### config.mk
export PLATFORM = sky130hd
export DESIGN_NAME = plot_arbiter
export DESIGN_NICKNAME = d
export VERILOG_FILES = /design/src/rtl/plot_arbiter.sv
export SDC_FILE = /design/constraint.sdc
export NUM_CORES = 1
export LEC_CHECK = 0
export CAP_MARGIN = 20
export CORE_AREA = 2 2 86 88
export CTS_BUF_LIST = sky130_fd_sc_hd__clkbuf_8
export DETAILED_ROUTE_END_ITERATION = 10
export DIE_AREA = 0 0 88 90
export GPL_ROUTABILITY_DRIVEN = 1
export PLACE_DENSITY = 0.77
export SETUP_SLACK_MARGIN = 0.05
export SYNTH_ARGS = -nofsm -noshare
export SYNTH_HDL_FRONTEND = slang
export SYNTH_SLANG_ARGS = --single-unit
### constraint.sdc
create_clock -name CLOCK_50 -period 2.9 [get_ports CLOCK_50]
set_clock_uncertainty 0.1 [all_clocks]
set_input_delay 0.58 -clock CLOCK_50 [delete_from_list [all_inputs] [get_ports CLOCK_50]]
set_output_delay 0.58 -clock CLOCK_50 [all_outputs]
set_load 0.05 [all_outputs]
### src/rtl/plot_arbiter.sv
// plot_arbiter: merges NUM_CH plot channels onto one VGA plot port and scores cursor overlaps.
// Optional minimum-dwell qualification of overlap exits is enabled by PLOT_ARBITER_MIN_DWELL_EN.
module plot_arbiter #(
  parameter int NUM_CH        = 4,
  parameter int X_W           = 8,
  parameter int Y_W           = 7,
  parameter int COLOUR_W      = 3,
  parameter int PRIORITY_MODE = 0,
  parameter int HIT_THRESHOLD = 500,
  parameter int SCORE_DIGITS  = 2,
  parameter int MIN_DWELL     = 16
) (
  input  logic                       CLOCK_50,
  input  logic                       resetn,
  input  logic                       score_clr,
  input  logic [NUM_CH*X_W-1:0]      ch_x,
  input  logic [NUM_CH*Y_W-1:0]      ch_y,
  input  logic [NUM_CH*COLOUR_W-1:0] ch_colour,
  output logic [X_W-1:0]             x_plot,
  output logic [Y_W-1:0]             y_plot,
  output logic [COLOUR_W-1:0]        colour,
  output logic                       overlap,
  output logic [4*SCORE_DIGITS-1:0]  score_bcd,
  output logic                       score_wrap
);

  if (NUM_CH < 2 || NUM_CH > 8 ||
      HIT_THRESHOLD < 1 || HIT_THRESHOLD > 1023 ||
      SCORE_DIGITS < 1 || SCORE_DIGITS > 4 ||
      MIN_DWELL < 1) begin : g_bad_param
    $error("plot_arbiter: illegal parameter");
  end

  typedef enum logic {S_IDLE, S_IN} state_t;

  logic [3:0]          nz_cnt;
  logic [2:0]          first;
  logic                found;
  logic [X_W-1:0]      sel_x;
  logic [Y_W-1:0]      sel_y;
  logic [COLOUR_W-1:0] sel_c;
  logic                sel_ov;

  // Count drawing channels and find the lowest-index one.
  always_comb begin
    nz_cnt = '0;
    first  = '0;
    found  = 1'b0;
    for (int i = 0; i < NUM_CH; i++) begin
      if (ch_colour[i*COLOUR_W +: COLOUR_W] != '0) begin
        nz_cnt = nz_cnt + 4'd1;
        if (!found) begin
          found = 1'b1;
          first = 3'(i);
        end
      end
    end
  end

  // Pick the plotted pixel; collisions draw black at the cursor unless priority mode.
  always_comb begin
    sel_x = ch_x[X_W-1:0];
    sel_y = ch_y[Y_W-1:0];
    sel_c = '0;
    if (nz_cnt == 4'd1 ||
        (nz_cnt > 4'd1 && PRIORITY_MODE == 1)) begin
      sel_x = ch_x[first*X_W +: X_W];
      sel_y = ch_y[first*Y_W +: Y_W];
      sel_c = ch_colour[first*COLOUR_W +: COLOUR_W];
    end
    sel_ov = (ch_colour[COLOUR_W-1:0] != '0) &&
             (nz_cnt > 4'd1);
  end

  // Plot port register: one cycle latency, never stalls.
  always_ff @(posedge CLOCK_50) begin
    if (!resetn) begin
      x_plot  <= '0;
      y_plot  <= '0;
      colour  <= '0;
      overlap <= 1'b0;
    end else begin
      x_plot  <= sel_x;
      y_plot  <= sel_y;
      colour  <= sel_c;
      overlap <= sel_ov;
    end
  end

  logic [4*SCORE_DIGITS-1:0] score_inc;
  logic                      inc_carry;

  // BCD +1 with ripple carry; carry out of the top digit means wrap.
  always_comb begin
    score_inc = score_bcd;
    inc_carry = 1'b1;
    for (int d = 0; d < SCORE_DIGITS; d++) begin
      if (inc_carry) begin
        if (score_bcd[d*4 +: 4] == 4'd9) begin
          score_inc[d*4 +: 4] = 4'd0;
        end else begin
          score_inc[d*4 +: 4] = score_bcd[d*4 +: 4] + 4'd1;
          inc_carry = 1'b0;
        end
      end
    end
  end

  state_t     state;
  logic [9:0] prescaler;
  logic       exit_ok;
  logic       hit;

  assign hit = (prescaler == 10'(HIT_THRESHOLD - 1));

`ifdef PLOT_ARBITER_MIN_DWELL_EN
  localparam int DW = $clog2(MIN_DWELL + 1);
  logic [DW-1:0] dwell;
  assign exit_ok = (dwell >= DW'(MIN_DWELL));
`else
  assign exit_ok = 1'b1;
`endif

  // Overlap scorer: counts exits from overlap, prescaled into a BCD score.
  always_ff @(posedge CLOCK_50) begin
    if (!resetn || score_clr) begin
      state      <= S_IDLE;
      prescaler  <= '0;
      score_bcd  <= '0;
      score_wrap <= 1'b0;
`ifdef PLOT_ARBITER_MIN_DWELL_EN
      dwell      <= '0;
`endif
    end else begin
      score_wrap <= 1'b0;
      unique case (state)
        S_IDLE: begin
          if (overlap) begin
            state <= S_IN;
`ifdef PLOT_ARBITER_MIN_DWELL_EN
            dwell <= DW'(1);
`endif
          end
        end
        S_IN: begin
          if (!overlap) begin
            state <= S_IDLE;
`ifdef PLOT_ARBITER_MIN_DWELL_EN
            dwell <= '0;
`endif
            if (exit_ok) begin
              if (hit) begin
                prescaler  <= '0;
                score_bcd  <= score_inc;
                score_wrap <= inc_carry;
              end else begin
                prescaler <= prescaler + 10'd1;
              end
            end
          end
`ifdef PLOT_ARBITER_MIN_DWELL_EN
          else if (dwell < DW'(MIN_DWELL)) begin
            dwell <= dwell + DW'(1);
          end
`endif
        end
      endcase
    end
  end

endmodule
==> results.md <==
- The number of cells on the critical path is 12.
- The internal power component is 1.047 mW.
- Counting distinct cell types in the post-synthesis netlist gives 47.
- The number of design-rule violations left by the first detailed-router iteration is 191.
- The final wirelength is 9.487 mm.
- The predominant post-synthesis flop cell is dfxtp_1.
- In this run, synthesis inferred 0 flip-flops with an integrated enable.
- Averaged over all synthesized cells, the footprint is 7.527 µm².
- For this design the ratio of total power to cell area is around 350 nW/µm².
- The remaining number of nets flagged by the antenna check after routing is 0.
- Before CTS, the worst setup slack after placement is -0.6376 ns.
- The number of nets produced by synthesis is 462.
- The core region is 7020 µm².
- In this run the clock root is driven by a clkbuf_8.
- The headroom to the max-slew limit is between 60% and 70%.
- Among cell families on the critical path, the largest total delay comes from simple AND/OR/NAND/NOR gates.
- The share of cells above drive strength 1 is a little under a fifth.
- The count of warnings emitted by yosys is 0.
- The share of synthesized area in the top cell type comes to 27.23%.
- The flow ran to the end, and the final reports show no timing, DRC or antenna violations.
- Setup violations remaining at the end of the flow were counted as 0.
- The count of buffers from port buffering is 102.
- The synthesized netlist occupies a cell area of 2868 µm².
- The worst path uses 93.49% of the clock period.
- The die covers 7920 µm².
- The fraction of power consumed by combinational cells is 31.7%.
- Setup repair after global routing left no endpoint under its margin.
- The end point of the critical path is y_plot[0]$_SDFF_PN0_.
- The most critical setup path has its startpoint at ch_colour[4].
- In this run, flip-flops and latches consume a little under two fifths of the power.
- In this run the most critical hold path is launched from overlap$_SDFF_PN0_.
- The die is 88 µm wide.
- In this run the core area contains 31 standard-cell rows.
- The setup slack of the most critical reg-to-reg path is 1.14 ns.
- The endpoint of the worst register-to-register path is score_bcd[1]$_SDFFE_PP0P_.
- The global-route wire length before repair is 15.08 mm.
- The detailed-route wire length per cell is 15.84 µm.
- The remaining design rule violation count is 0.
- The worst hold path belongs to the class reg2reg.
- Entering global routing, the biggest net connects 23 pins.
- Among all cell types in the netlist, the one instantiated most often is nand2_1.
- Counting every instance in the synthesized netlist gives 381.
- The slack of the critical path is 0.1888 ns.
- The signal on the critical path passes through clkbuf_2, nor3_2, ha_1, nor4_4, or2_4, inv_2, ha_4, xnor2_1, o22a_2, buf_12, nand2_1, a21boi_1.
- In the synthesized netlist the async set-or-reset flop fraction comes to 0%.
- The worst register-to-register path has a depth of 6.
- At the worst endpoint, the required time is approximately 3.0 ns.
- The number of maximum-capacitance violations is 0.
- The post-CTS clock slew at the launch and capture registers of the worst setup and hold paths is 0.09 ns.
- 103 I/O pins were placed.
- The net count of the finished layout is 580.
- Across all layers, the routed design uses 3383 vias.
- The number of clock buffers added by TritonCTS is 5.
- The final total negative setup slack is 0 ns.
- The worst-case hold slack is 0.3931 ns.
- Ranked by total cell area, the synthesized netlist is headed by dfxtp_1, nand2_1, nand3_1.
- The final weighted congestion of routability-driven global placement is 0.9067.
- STA classifies the critical path endpoint as a flop.
- The worst hold path passes through 2 cells.
- The worst path in the final design needs a cycle of roughly 2.7 ns, including I/O delays and setup.
- The starting density of the core is 40.85%.
- For this run, the register share of the synthesized area comes to 27.23%.
- The sink count of the clock tree is 39.
- In this run the power spent charging and discharging nets is 0.4688 mW.
- The clock network fraction of total power is 31.0%.
- The synthesized design contains 39 register bits.
- Data arrives at the worst endpoint at 2.84 ns.
- The number of max-slew violations in the final report is 0.
- The commonest cells after synthesis are nand2_1, nand3_1, dfxtp_1, nor2_1, nand4_1.
- The number of antenna repair diodes is 0.
- The residual overflow from global routing is 0.
- In this run the critical register-to-register path is launched from prescaler[0]$_SDFFE_PP0P_.
- The worst setup path is launched from an input pin.
- On the worst path, the slowest cell contributes a delay of 0.34 ns.
- The insertion delay of the later-clocked pin in the worst-skew pair is around 0.30 ns.
- The placed standard-cell area is 4138 µm².
- The slowest stage of the critical path is the ha_1 cell.
- The longest clock path from root to sink contains 2 buffers.
- The area growth from synthesis to layout is 51.57%.
- The instance count after placement with tap cells included is about 590.
- The switching power share of the total is 30.93%.
- The final hold violation count came to 0.
- The number of antenna violations at the first check in global routing was 0.
- After the flow finishes, the layout carries non-filler instances totaling approximately 600.
- The standby leakage power is 1.692 nW.
- TritonCTS built the clock tree.
- The H-tree depth is 2.
- The buffers plus inverters on the worst setup path is 3.
- Global routing consumed, over all layers together, 23.88% of the routing resources.
- The slew at the pin closest to its max-slew limit is 0.5583 ns.
- The via count of the first global-routing pass is roughly 3300.
- The synthesized design spends more area on one cell type than any other, namely dfxtp_1.
- The peak ir drop on the vdd network is 219.9 µV.
- The detailed-router iteration count before antenna repair is 5.
- In this run the worst path has a maximum fanout of 15.
- The half-perimeter wire length after detailed placement is 6.956 mm.
- The overall die height is ~90 µm.
- The critical path is of the in2reg type.
- In the routed layout, each cell is associated on average with a via count of 5.648.
- The cell area after layout is 4347 µm².
- The fmax is ~370 MHz.
## flip-flops by register name, summed over array words and instances (netlist names)
| register | count |
|---|---|
| prescaler | 10 |
| state | 1 |
| overlap | 1 |
| score_wrap | 1 |
| colour | 3 |
| x_plot | 8 |
| y_plot | 7 |
| score_bcd | 8 |
## per-stage QoR
step | utilization (%) | power [mW]
CTS | 61.06 | 1.505
global placement | 58.94 | 1.022
floorplan | - | 0.8067
global route | 61.91 | 1.574
detailed placement | 58.94 | 1.031
finish | 61.91 | 1.516
## power groups by stage
stage                     sequential (mW)  clock, mW  combinational, mW
final                               0.566      0.470              0.480
after global routing                0.568      0.497              0.510
after CTS                           0.566      0.478              0.462
after detailed placement            0.578          0              0.453
after global placement              0.579          0              0.443
after floorplan                     0.646          0              0.161
## worst register-to-register path, delay by kind of cell, from the launching register on
family                     cells  cell delay, ns
AOI/OAI and AO/OA              1            0.14
DFF                            1            0.37
and+or+nand+nor                4            0.92
adders and majority gates      1            0.15
## cell usage in the layout (no fill, tap or decap), types with 12 or more instances in the layout
cell | Yosys | routed
a21boi_1 | 11 | 12
a32oi_1 | 14 | 14
buf_4 | 2 | 33
clkdlybuf4s50_1 | 0 | 94
dfxtp_1 | 39 | 39
mux2_2 | 14 | 14
nand2_1 | 67 | 67
nand3_1 | 48 | 44
nand4_1 | 16 | 16
nor2_1 | 24 | 24
o22ai_1 | 14 | 14
## how the worst min path moves through the flow
stage / slack (ns) / endpoint
floorplan: 0.37 / prescaler[7]$_SDFFE_PP0P_
global placement: 0.37 / state$_SDFF_PP0_
detailed placement: 0.36 / state$_SDFF_PP0_
CTS: 0.38 / state$_SDFF_PP0_
global route: 0.42 / state$_SDFF_PP0_
finish: 0.39 / state$_SDFF_PP0_
## cell type report
cell class | count | area (µm²)
fill | 607 | 2674
multi-input combinational | 310 | 2024
timing repair buffer | 138 | 1286
sequential | 39 | 780.7
tap | 99 | 123.9
clock buffer | 5 | 68.82
clock inverter | 3 | 43.79
inverter | 5 | 18.77
## per-layer routing
metal | track usage (%) | wire, µm | vias up
li1 | - | - | 1622
met4 | 7.436 | 199 | 0
met3 | 4.683 | 681 | 23
met1 | 29.51 | 3839 | 1583
met2 | 41.04 | 4767 | 155
met5 | 0 | 0 | -
## timing repair
action / in CTS / in global routing
buffers inserted: 2 / 1
gates resized for setup: 18 / 29
pin swaps: 6 / 11
endpoints found under the setup margin: 18 / 18
hold buffers: 0 / 0
## logic make-up (layout without fill, tap and decap cells)
| logic type | count (synthesis) | after routing | share of synthesized area, % |
|---|---|---|---|
| AOI/OAI and AO/OA | 71 | 71 | 17.84 |
| xor gates and xnor gates | 14 | 14 | 4.276 |
| adders and majority gates | 6 | 6 | 2.618 |
| buffers and inverters | 32 | 151 | 5.715 |
| DFF | 39 | 39 | 27.23 |
| muxes | 22 | 22 | 8.290 |
| and+or+nand+nor | 197 | 197 | 34.03 |
No activity file was read; power rests on OpenSTA's default activity.
